<file path="src/rtl/i2c_master_burst.sv">
// I2C burst master: START, 7-bit address + R/W, 0..2^LEN_W-1 data bytes, STOP.
// Each bit is four quarters of CLK_DIV clocks; SCL is high in q1/q2, SDA moves at q0, SDA is sampled at q2.
module i2c_master_burst #(
    parameter int unsigned CLK_DIV = 4,
    parameter int unsigned LEN_W   = 4
) (
    input  logic             clk,
    input  logic             rst,
    input  logic             start,
    input  logic             rw,
    input  logic [6:0]       slave_addr,
    input  logic [LEN_W-1:0] len,
    input  logic [7:0]       tx_data,
    output logic             tx_req,
    output logic [7:0]       rx_data,
    output logic             rx_valid,
    output logic             busy,
    output logic             done,
    output logic             nack,
    output logic [3:0]       state,
    output logic             sclk,
    output logic             sda_out,
    input  logic             sda_in
);

    localparam int unsigned QW   = (CLK_DIV > 1) ? $clog2(CLK_DIV) : 1;
    localparam int unsigned QPRE = (CLK_DIV > 1) ? CLK_DIV - 2 : 0;

    typedef enum logic [3:0] {
        S_IDLE      = 4'd0,
        S_START     = 4'd1,
        S_ADDR      = 4'd2,
        S_ADDR_ACK  = 4'd3,
        S_WRITE     = 4'd4,
        S_WRITE_ACK = 4'd5,
        S_READ      = 4'd6,
        S_READ_ACK  = 4'd7,
        S_STOP      = 4'd8
    } state_t;

    state_t           st, st_n;
    logic [QW-1:0]    qcnt, qcnt_n;
    logic [1:0]       quarter, quarter_n;
    logic [2:0]       bitcnt, bit_n;
    logic [7:0]       sh, sh_n;
    logic [LEN_W-1:0] rem, rem_n;
    logic             rw_r, rw_n, ack_r, ack_n;
    logic             busy_n, done_n, nack_n, tx_req_n, rx_valid_n, sclk_n, sda_n;
    logic [7:0]       rx_data_n;
    logic             qend, samp, bit_end, req_slot, ack_now;

    assign state    = st;
    assign qend     = (qcnt == QW'(CLK_DIV - 1));
    assign samp     = (quarter == 2'd2) && (qcnt == '0);
    assign bit_end  = (quarter == 2'd3) && qend;
    // tx_req must sit in the final cycle before a WRITE byte so tx_data is captured on the entry edge
    assign req_slot = (CLK_DIV > 1) ? ((quarter == 2'd3) && (qcnt == QW'(QPRE))) : (quarter == 2'd2);
    assign ack_now  = samp ? sda_in : ack_r;

    // State and datapath registers
    always_ff @(posedge clk or posedge rst) begin
        if (rst) begin
            st       <= S_IDLE;
            qcnt     <= '0;
            quarter  <= '0;
            bitcnt   <= '0;
            sh       <= '0;
            rem      <= '0;
            rw_r     <= 1'b0;
            ack_r    <= 1'b0;
            busy     <= 1'b0;
            done     <= 1'b0;
            nack     <= 1'b0;
            tx_req   <= 1'b0;
            rx_valid <= 1'b0;
            rx_data  <= 8'h00;
            sclk     <= 1'b1;
            sda_out  <= 1'b1;
        end else begin
            st       <= st_n;
            qcnt     <= qcnt_n;
            quarter  <= quarter_n;
            bitcnt   <= bit_n;
            sh       <= sh_n;
            rem      <= rem_n;
            rw_r     <= rw_n;
            ack_r    <= ack_n;
            busy     <= busy_n;
            done     <= done_n;
            nack     <= nack_n;
            tx_req   <= tx_req_n;
            rx_valid <= rx_valid_n;
            rx_data  <= rx_data_n;
            sclk     <= sclk_n;
            sda_out  <= sda_n;
        end
    end

    // Next-state, datapath and bus-pin logic; pins derive from the next state so they change with it
    always_comb begin
        st_n       = st;
        qcnt_n     = qend ? '0 : qcnt + QW'(1);
        quarter_n  = quarter + 2'(qend);
        bit_n      = bitcnt;
        sh_n       = sh;
        rem_n      = rem;
        rw_n       = rw_r;
        ack_n      = ack_r;
        busy_n     = busy;
        done_n     = 1'b0;
        nack_n     = nack;
        tx_req_n   = 1'b0;
        rx_valid_n = 1'b0;
        rx_data_n  = rx_data;
        sclk_n     = 1'b1;
        sda_n      = 1'b1;

        case (st)
            S_IDLE: begin
                qcnt_n    = '0;
                quarter_n = '0;
                bit_n     = '0;
                if (start) begin
                    st_n   = S_START;
                    sh_n   = {slave_addr, rw};
                    rw_n   = rw;
                    rem_n  = len;
                    nack_n = 1'b0;
                    busy_n = 1'b1;
                end
            end
            S_START: begin
                if ((quarter == 2'd1) && qend) begin
                    st_n      = S_ADDR;
                    quarter_n = '0;
                end
            end
            S_ADDR, S_WRITE: begin
                if (bit_end) begin
                    if (bitcnt == 3'd7) begin
                        st_n  = (st == S_ADDR) ? S_ADDR_ACK : S_WRITE_ACK;
                        bit_n = '0;
                    end else begin
                        bit_n = bitcnt + 3'd1;
                        sh_n  = {sh[6:0], 1'b0};
                    end
                end
            end
            S_ADDR_ACK: begin
                if (samp) ack_n = sda_in;
                if (req_slot && !ack_now && (rem != '0) && !rw_r) tx_req_n = 1'b1;
                if (bit_end) begin
                    if (ack_now) begin
                        nack_n = 1'b1;
                        st_n   = S_STOP;
                    end else if (rem == '0) begin
                        st_n = S_STOP;
                    end else if (rw_r) begin
                        st_n = S_READ;
                    end else begin
                        st_n = S_WRITE;
                        sh_n = tx_data;
                    end
                end
            end
            S_WRITE_ACK: begin
                if (samp) ack_n = sda_in;
                if (req_slot && !ack_now && (rem != LEN_W'(1))) tx_req_n = 1'b1;
                if (bit_end) begin
                    if (ack_now) begin
                        nack_n = 1'b1;
                        st_n   = S_STOP;
                    end else begin
                        rem_n = rem - LEN_W'(1);
                        if (rem != LEN_W'(1)) begin
                            st_n = S_WRITE;
                            sh_n = tx_data;
                        end else begin
                            st_n = S_STOP;
                        end
                    end
                end
            end
            S_READ: begin
                if (samp) begin
                    sh_n = {sh[6:0], sda_in};
                    if (bitcnt == 3'd7) begin
                        rx_data_n  = {sh[6:0], sda_in};
                        rx_valid_n = 1'b1;
                    end
                end
                if (bit_end) begin
                    if (bitcnt == 3'd7) begin
                        st_n  = S_READ_ACK;
                        bit_n = '0;
                    end else begin
                        bit_n = bitcnt + 3'd1;
                    end
                end
            end
            S_READ_ACK: begin
                if (bit_end) begin
                    rem_n = rem - LEN_W'(1);
                    st_n  = (rem == LEN_W'(1)) ? S_STOP : S_READ;
                end
            end
            S_STOP: begin
                if ((quarter == 2'd2) && qend) begin
                    st_n   = S_IDLE;
                    done_n = 1'b1;
                    busy_n = 1'b0;
                end
            end
            default: st_n = S_IDLE;
        endcase

        case (st_n)
            S_START: sda_n = (quarter_n == 2'd0);
            S_ADDR, S_WRITE: begin
                sclk_n = quarter_n[0] ^ quarter_n[1];
                sda_n  = sh_n[7];
            end
            S_ADDR_ACK, S_WRITE_ACK, S_READ: sclk_n = quarter_n[0] ^ quarter_n[1];
            S_READ_ACK: begin
                sclk_n = quarter_n[0] ^ quarter_n[1];
                sda_n  = (rem_n == LEN_W'(1));
            end
            S_STOP: begin
                sclk_n = (quarter_n != 2'd0);
                sda_n  = (quarter_n == 2'd2);
            end
            default: ;
        endcase
    end

endmodule

</file>
<file path="config.mk">
export PLATFORM = sky130hd
export DESIGN_NAME = i2c_master_burst
export DESIGN_NICKNAME = d
export VERILOG_FILES = /design/src/rtl/i2c_master_burst.sv
export SDC_FILE = /design/constraint.sdc
export NUM_CORES = 1
export LEC_CHECK = 0
export CAP_MARGIN = 30
export CORE_AREA = 2 2 69 71
export CTS_BUF_LIST = sky130_fd_sc_hd__clkbuf_16
export DETAILED_ROUTE_END_ITERATION = 10
export DIE_AREA = 0 0 71 73
export PLACE_DENSITY = 0.84
export SLEW_MARGIN = 20
export SYNTH_ARGS = -nofsm -noshare
export SYNTH_HDL_FRONTEND = slang
export SYNTH_SLANG_ARGS = --single-unit
</file>
<file path="constraint.sdc">
create_clock -name clk -period 6.2 [get_ports clk]
set_clock_uncertainty 0.05 [all_clocks]
set_input_delay 0.62 -clock clk [delete_from_list [all_inputs] [get_ports clk]]
set_output_delay 0.62 -clock clk [all_outputs]
set_load 0.02 [all_outputs]
</file>
==> metrics.md, run 1 <==
| Metric | Value |
|---|---|
| Outcome | `complete, no violations` |
| Post-layout min period | `2.765 ns` |
| Crit end category | `register` |
| Residual DRC | `0` |
| Overflow left after global routing | `0` |
| Max-cap viol count | `0` |
| Gate power share | `0.041` |
| Drt initial violations | `172` |
| TritonCTS clock tree | `yes` |
| Clk network pwr share | `0.468` |
| Clk slew on worst S/H paths | `0.06 ns` |
| Max stage delay on crit path | `0.74 ns` |
| Reg-to-reg startpoint | `state[0]` |
| Synth cell count leaders | `38 x dfrtp_1, 33 x nand2_1, 14 x nor2_1` |
| Row Count | `25` |
| Internal power | `422.0 uW` |
| Hold violation total from the final report | `0` |
| Share of post-route cells with drive strength above 1 | `0.09589` |
| CTS buffer count | `5` |
| GRT Overall Usage | `0.2427` |
| Die ar. | `0.005183 sq mm` |
| Largest cells by area after synthesis | `dfrtp_1 38%, ha_1 6.1%, nand2_1 5.0%` |
| Crit path launch | `state[0]` |
| Total negative setup slack | `0 ns` |
| Worst path bufs/invs | `0` |
| Synth Cell Area | `0.002476 sq mm` |
| CTS Hold Bufs | `0` |
| Root Buffer | `clkbuf_16` |
| FMAX | `0.3617 GHz` |
| DP HPWL | `4203 microns` |
| Worst min path class | `register to register` |
| Wire per inst | `17.21 microns` |
| Postcts setup bufs | `0` |
| Yosys reg bits | `40` |
| Slew headroom | `0.4603` |
| Post_cts resized | `0` |
| DIE WIDTH | `71 microns` |
| Max IR drop VDD | `0.1170 mV` |
| Sw Ratio | `0.2072` |
| Nets | `327` |
| Starting density of the core | `0.5459` |
| Cell area after layout | `0.003024 sq mm` |
| Number of fill cells | `372` |
| Antenna diodes | `0` |
| I/O Pins | `43` |
| Power Density | `176.0 mW/mm^2` |
| Crit-path slowest cell | `nor4_1` |
| Share of the yosys chip area belonging to registers | `0.4053` |
| Top delay family on crit path | `simple AND/OR/NAND/NOR gates` |
| Pin count of the biggest net entering global routing | `41` |
| Antenna violations before repair | `0` |
| Net count after synthesis | `291` |
| Worst-margin pin slew | `0.8079 ns` |
| Mapped Cells | `255` |
| Post-synth EDFFs | `0` |
| Die height | `73 microns` |
| Leakage | `0.001377 uW` |
| Area delta synth->final | `22.13%` |
| Hold_sp | `qcnt[0]` |
| Post-Route WL | `5954 microns` |
| Critical Path Start Type | `register` |
| Placeable Area | `0.004536 sq mm` |
| Sequential power share | `0.491` |
| First-pass GRT wire length | `9860 microns` |
| WP data arrival | `2.90 ns` |
| Most frequent cell after synthesis | `dfrtp_1` |
| Setup CP Type | `register to register` |
| RSZ-0062 raised after global routing | `no` |
| Placement Cell Area | `0.002880 sq mm` |
| Crit path max fanout | `25` |
| Crit-path cells | `nor4_1, and2_1, a22oi_1, a31oi_1, o211ai_1, o311ai_1` |
| Number of buffers added on ports | `42` |
| Final setup viols | `0` |
| Required time of the worst setup path | `6.34 ns` |
| Post-synth cell types | `64` |
| Fraction of registers with async set/reset | `1.000` |
| DRT Pass-1 Iters | `5` |
| Main synth FF type | `dfrtp_1` |
| H-tree lvl count | `2` |
| Sw power | `110.3 uW` |
| Detail Route Antenna Nets | `0` |
| Tcrit/Tclk final | `0.4459` |
| Post-synth top area share | `0.3840` |
| Vias per inst | `6.095` |
| Worst-skew pair later-pin latency | `0.28 ns` |
| Via count | `2109` |
| Vias in the first global route | `2058` |
| Ys Warns | `0` |
| CTS sink count | `40` |
| Clock buffer depth | `2` |
| Max-slew violation count | `0` |
| Post-Syn Area per Cell | `9.710 sq um` |
| Final RePlAce weighted congestion | `0.8766` |
| Yosys top cell by area | `dfrtp_1` |
## worst paths after layout
path	endpoint	slack, ns	cells past startpoint
worst max-delay path	sda_out	3.44	6
worst min-delay path	qcnt[0]	0.42	1
worst max register to register	sda_out	3.44	6
worst min register to register	qcnt[0]	0.42	1
max in group asynchronous	sclk	5.00	3
min in group asynchronous	rx_data[0]	0.73	3
## state kept, by name, indices dropped and copies added (netlist names), 2 cells and up
name,count
rem,4
bitcnt,3
qcnt,2
rx_data,8
sh,8
state,4
quarter,2
## power by group through the flow
stage	sequential, uW	combinational, uW	clock [uW]
5_1_grt	261	23.9	261
2_1_floorplan	266	4.28	0
4_1_cts	261	22.1	252
6_report	261	21.8	249
3_3_place_gp	266	22.1	0
3_5_place_dp	266	22.0	0
## cell usage in the layout, fill, tap and decap left out, types with 7 or more instances in the layout
| cell type | synthesis | layout |
|---|---|---|
| clkdlybuf4s50_1 | 0 | 42 |
| inv_1 | 12 | 12 |
| dfrtp_1 | 38 | 38 |
| ha_1 | 12 | 12 |
| nand3_1 | 8 | 8 |
| nand2_1 | 33 | 33 |
| nor2_1 | 14 | 14 |
| a21oi_1 | 8 | 8 |
| nor3_1 | 8 | 8 |
| mux2_2 | 8 | 8 |
| a222oi_1 | 7 | 7 |
| o21ai_0 | 8 | 8 |
## metrics by stage
stage          std cells  power, uW    util  hold WS [ns]  worst slack, ns
6_report             346      532.3  0.6668        0.4177            3.435
5_1_grt              346      545.4  0.6668        0.4635            3.183
4_1_cts              346      535.1  0.6668        0.4201            3.418
3_5_place_dp         338      287.8  0.6350        0.4117            3.447
3_3_place_gp         338      287.9  0.6350        0.4109            3.512
2_1_floorplan        255      270.1       -        0.3875            4.039
## kinds of logic after synthesis
logic type | share of synthesized area
AOI/OAI and AO/OA | 0.1890
muxes | 0.04952
adders and majority gates | 0.06064
DFF | 0.4053
buffers and inverters | 0.05508
xor gates and xnor gates | 0.003538
and+or+nand+nor | 0.2370
## routing by layer
metal  wire (microns)  up-vias  share of wire  global-route usage
met2             2936       89           0.49              0.4029
met4               78        0          0.013             0.07338
li1                 -     1010              -                   -
met1             2545      999           0.43              0.3260
met5                0        -              0                   0
met3              393       11          0.066             0.04282
## area by class of cell
class                   count  area (sq um)  share of cell area
multi-input cells         189          1336              0.4419
flip-flops and latches     40          1003              0.3318
repair buffers             43         427.9              0.1415
clock buffers               5         125.1             0.04137
well taps                  54         67.56             0.02234
inverters                  12         45.04             0.01489
clock inverters             3         18.77            0.006206
(Power assumes the default switching activity.)
==> run 2: changes to the inputs <==
Settings changed: CORE_AREA 2 2 69 71 to 2 2 75 77, DIE_AREA 0 0 71 73 to 0 0 77 79, PLACE_DENSITY 0.84 to 0.75.
Clock period 6.2 ns to 2.4 ns, I/O delays scaled along.
==> metrics.md, run 2 (synthesis results as in run 1) <==
| Metric | Value |
|---|---|
| Outcome | `complete, no violations` |
| Vias in the first global route | `2224` |
| DP HPWL | `4870 microns` |
| Max IR drop VDD | `0.3170 mV` |
| Final RePlAce weighted congestion | `1.005` |
| TritonCTS clock tree | `yes` |
| Hold violation total from the final report | `0` |
| Total negative setup slack | `0 ns` |
| Pin count of the biggest net entering global routing | `41` |
| Dpl cells | `385` |
| H-tree lvl count | `2` |
| Crit path max fanout | `9` |
| Largest regs | `rx_data (8), sh (8)` |
| Total power | `1490 uW` |
| Wire per inst | `17.30 microns` |
| Worst-skew pair later-pin latency | `0.28 ns` |
| Clk slew on worst S/H paths | `0.06 ns` |
| Drt initial violations | `194` |
| Die height | `79 microns` |
| CTS sink count | `40` |
| Overflow left after global routing | `0` |
| DRT Pass-1 Iters | `6` |
| Share of post-route cells with drive strength above 1 | `0.2438` |
| Critical Path Start Type | `register` |
| Die ar. | `0.006083 sq mm` |
| Root Buffer | `clkbuf_16` |
| Row Count | `27` |
| Required time of the worst setup path | `2.54 ns` |
| Residual DRC | `0` |
| Leakage | `0.001574 uW` |
| Post-Route WL | `6852 microns` |
| Vias per inst | `5.876` |
| Placeable Area | `0.005338 sq mm` |
| First-pass GRT wire length | `11070 microns` |
| Antenna violations before repair | `0` |
| Clock buffer depth | `2` |
| Number of buffers added on ports | `42` |
| Area delta synth->final | `38.20%` |
| Worst min path class | `input port to asynchronous set/reset pin` |
| Worst-margin pin slew | `0.5637 ns` |
| Crit end category | `register` |
| Starting density of the core | `0.4639` |
| WP data arrival | `2.40 ns` |
| Max-cap viol count | `0` |
| Most frequent cells in the layout | `42 x clkdlybuf4s50_1, 34 x dfrtp_1, 33 x nand2_1, 33 x buf_4, 14 x nor2_1` |
| Detail Route Antenna Nets | `0` |
| Final WS setup | `0.1460 ns` |
| Final cell count without fillers | `396` |
| DIE WIDTH | `77 microns` |
| Final core utilization | `0.6411` |
| FMAX | `0.4437 GHz` |
| Power Density | `435.3 mW/mm^2` |
| Worst slack, placed | `0.07047 ns` |
| Via count | `2327` |
| CTS buffer count | `5` |
| Antenna diodes | `0` |
| GRT Overall Usage | `0.2300` |
| Post-layout min period | `2.254 ns` |
| Setup CP Type | `register to register` |
| Nets | `359` |
| Max-slew violation count | `0` |
| Commonest non-fill, non-tap cell in the layout | `clkdlybuf4s50_1` |
| Final setup viols | `0` |
| I/O Pins | `43` |
| Tcrit/Tclk final | `0.9392` |
| Slew headroom | `0.6234` |
[run 2: per-layer routing]
layer / global-route usage / wire length, microns / vias up
met2: 0.3991 / 3373 / 91
met3: 0.03068 / 373 / 14
met4: 0.07679 / 148 / 0
li1: - / - / 1072
met1: 0.2985 / 2956 / 1150
met5: 0 / 0 / -
[run 2: power by group]
part	switching, uW	total, uW	leakage (uW)	internal [uW]
sequential	0	675	0.000516	675
clock	269	757	0.0000798	488
combinational	21.9	57.6	0.000977	35.8
[run 2: cell type report]
| class | instances | area, sq um |
|---|---|---|
| fillers | 490 | 1916 |
| multi-input cells | 189 | 1443 |
| flip-flops and latches | 40 | 1008 |
| repair buffers | 75 | 668.1 |
| clock buffers | 5 | 125.1 |
| well taps | 72 | 90.09 |
| inverters | 12 | 45.04 |
| clock inverters | 3 | 42.54 |
[run 2: critical path, cell delays in order (launching register included)]
cell	delay, ns
dfrtp_1	0.40
ha_2	0.22
buf_4	0.17
a41oi_1	0.25
a2111oi_2	0.08
buf_4	0.18
or2_1	0.22
or2_1	0.23
a31oi_1	0.15
o211ai_1	0.11
o311ai_2	0.09
[run 2: path summary, 6_finish.rpt]
| kind | start | end | slack (ns) | cells after the start |
|---|---|---|---|---|
| worst max-delay path | qcnt[0] | sda_out | 0.15 | 10 |
| worst min-delay path | rst | bitcnt[1] | 0.35 | 3 |
| worst max register to register | qcnt[0] | sda_out | 0.15 | 10 |
| worst min register to register | qcnt[0] | qcnt[0] | 0.42 | 1 |
| max in group asynchronous | rst | state[0] | 1.57 | 3 |
| min in group clk | qcnt[0] | qcnt[0] | 0.42 | 1 |
[run 2: stage by stage]
| step | hold slack, ns | instance area, sq um |
|---|---|---|
| 6_report | 0.3504 | 3422 |
| 3_3_place_gp | 0.4032 | 3120 |
| 4_1_cts | 0.3650 | 3288 |
| 2_1_floorplan | 0.2954 | 2476 |
| 3_5_place_dp | 0.4105 | 3120 |
| 5_1_grt | 0.4135 | 3422 |
[run 2: what timing repair did]
action	in CTS	in global routing
hold buffers	0	0
setup buffers	0	3
endpoints found under the setup margin	0	2
resized for setup	0	22
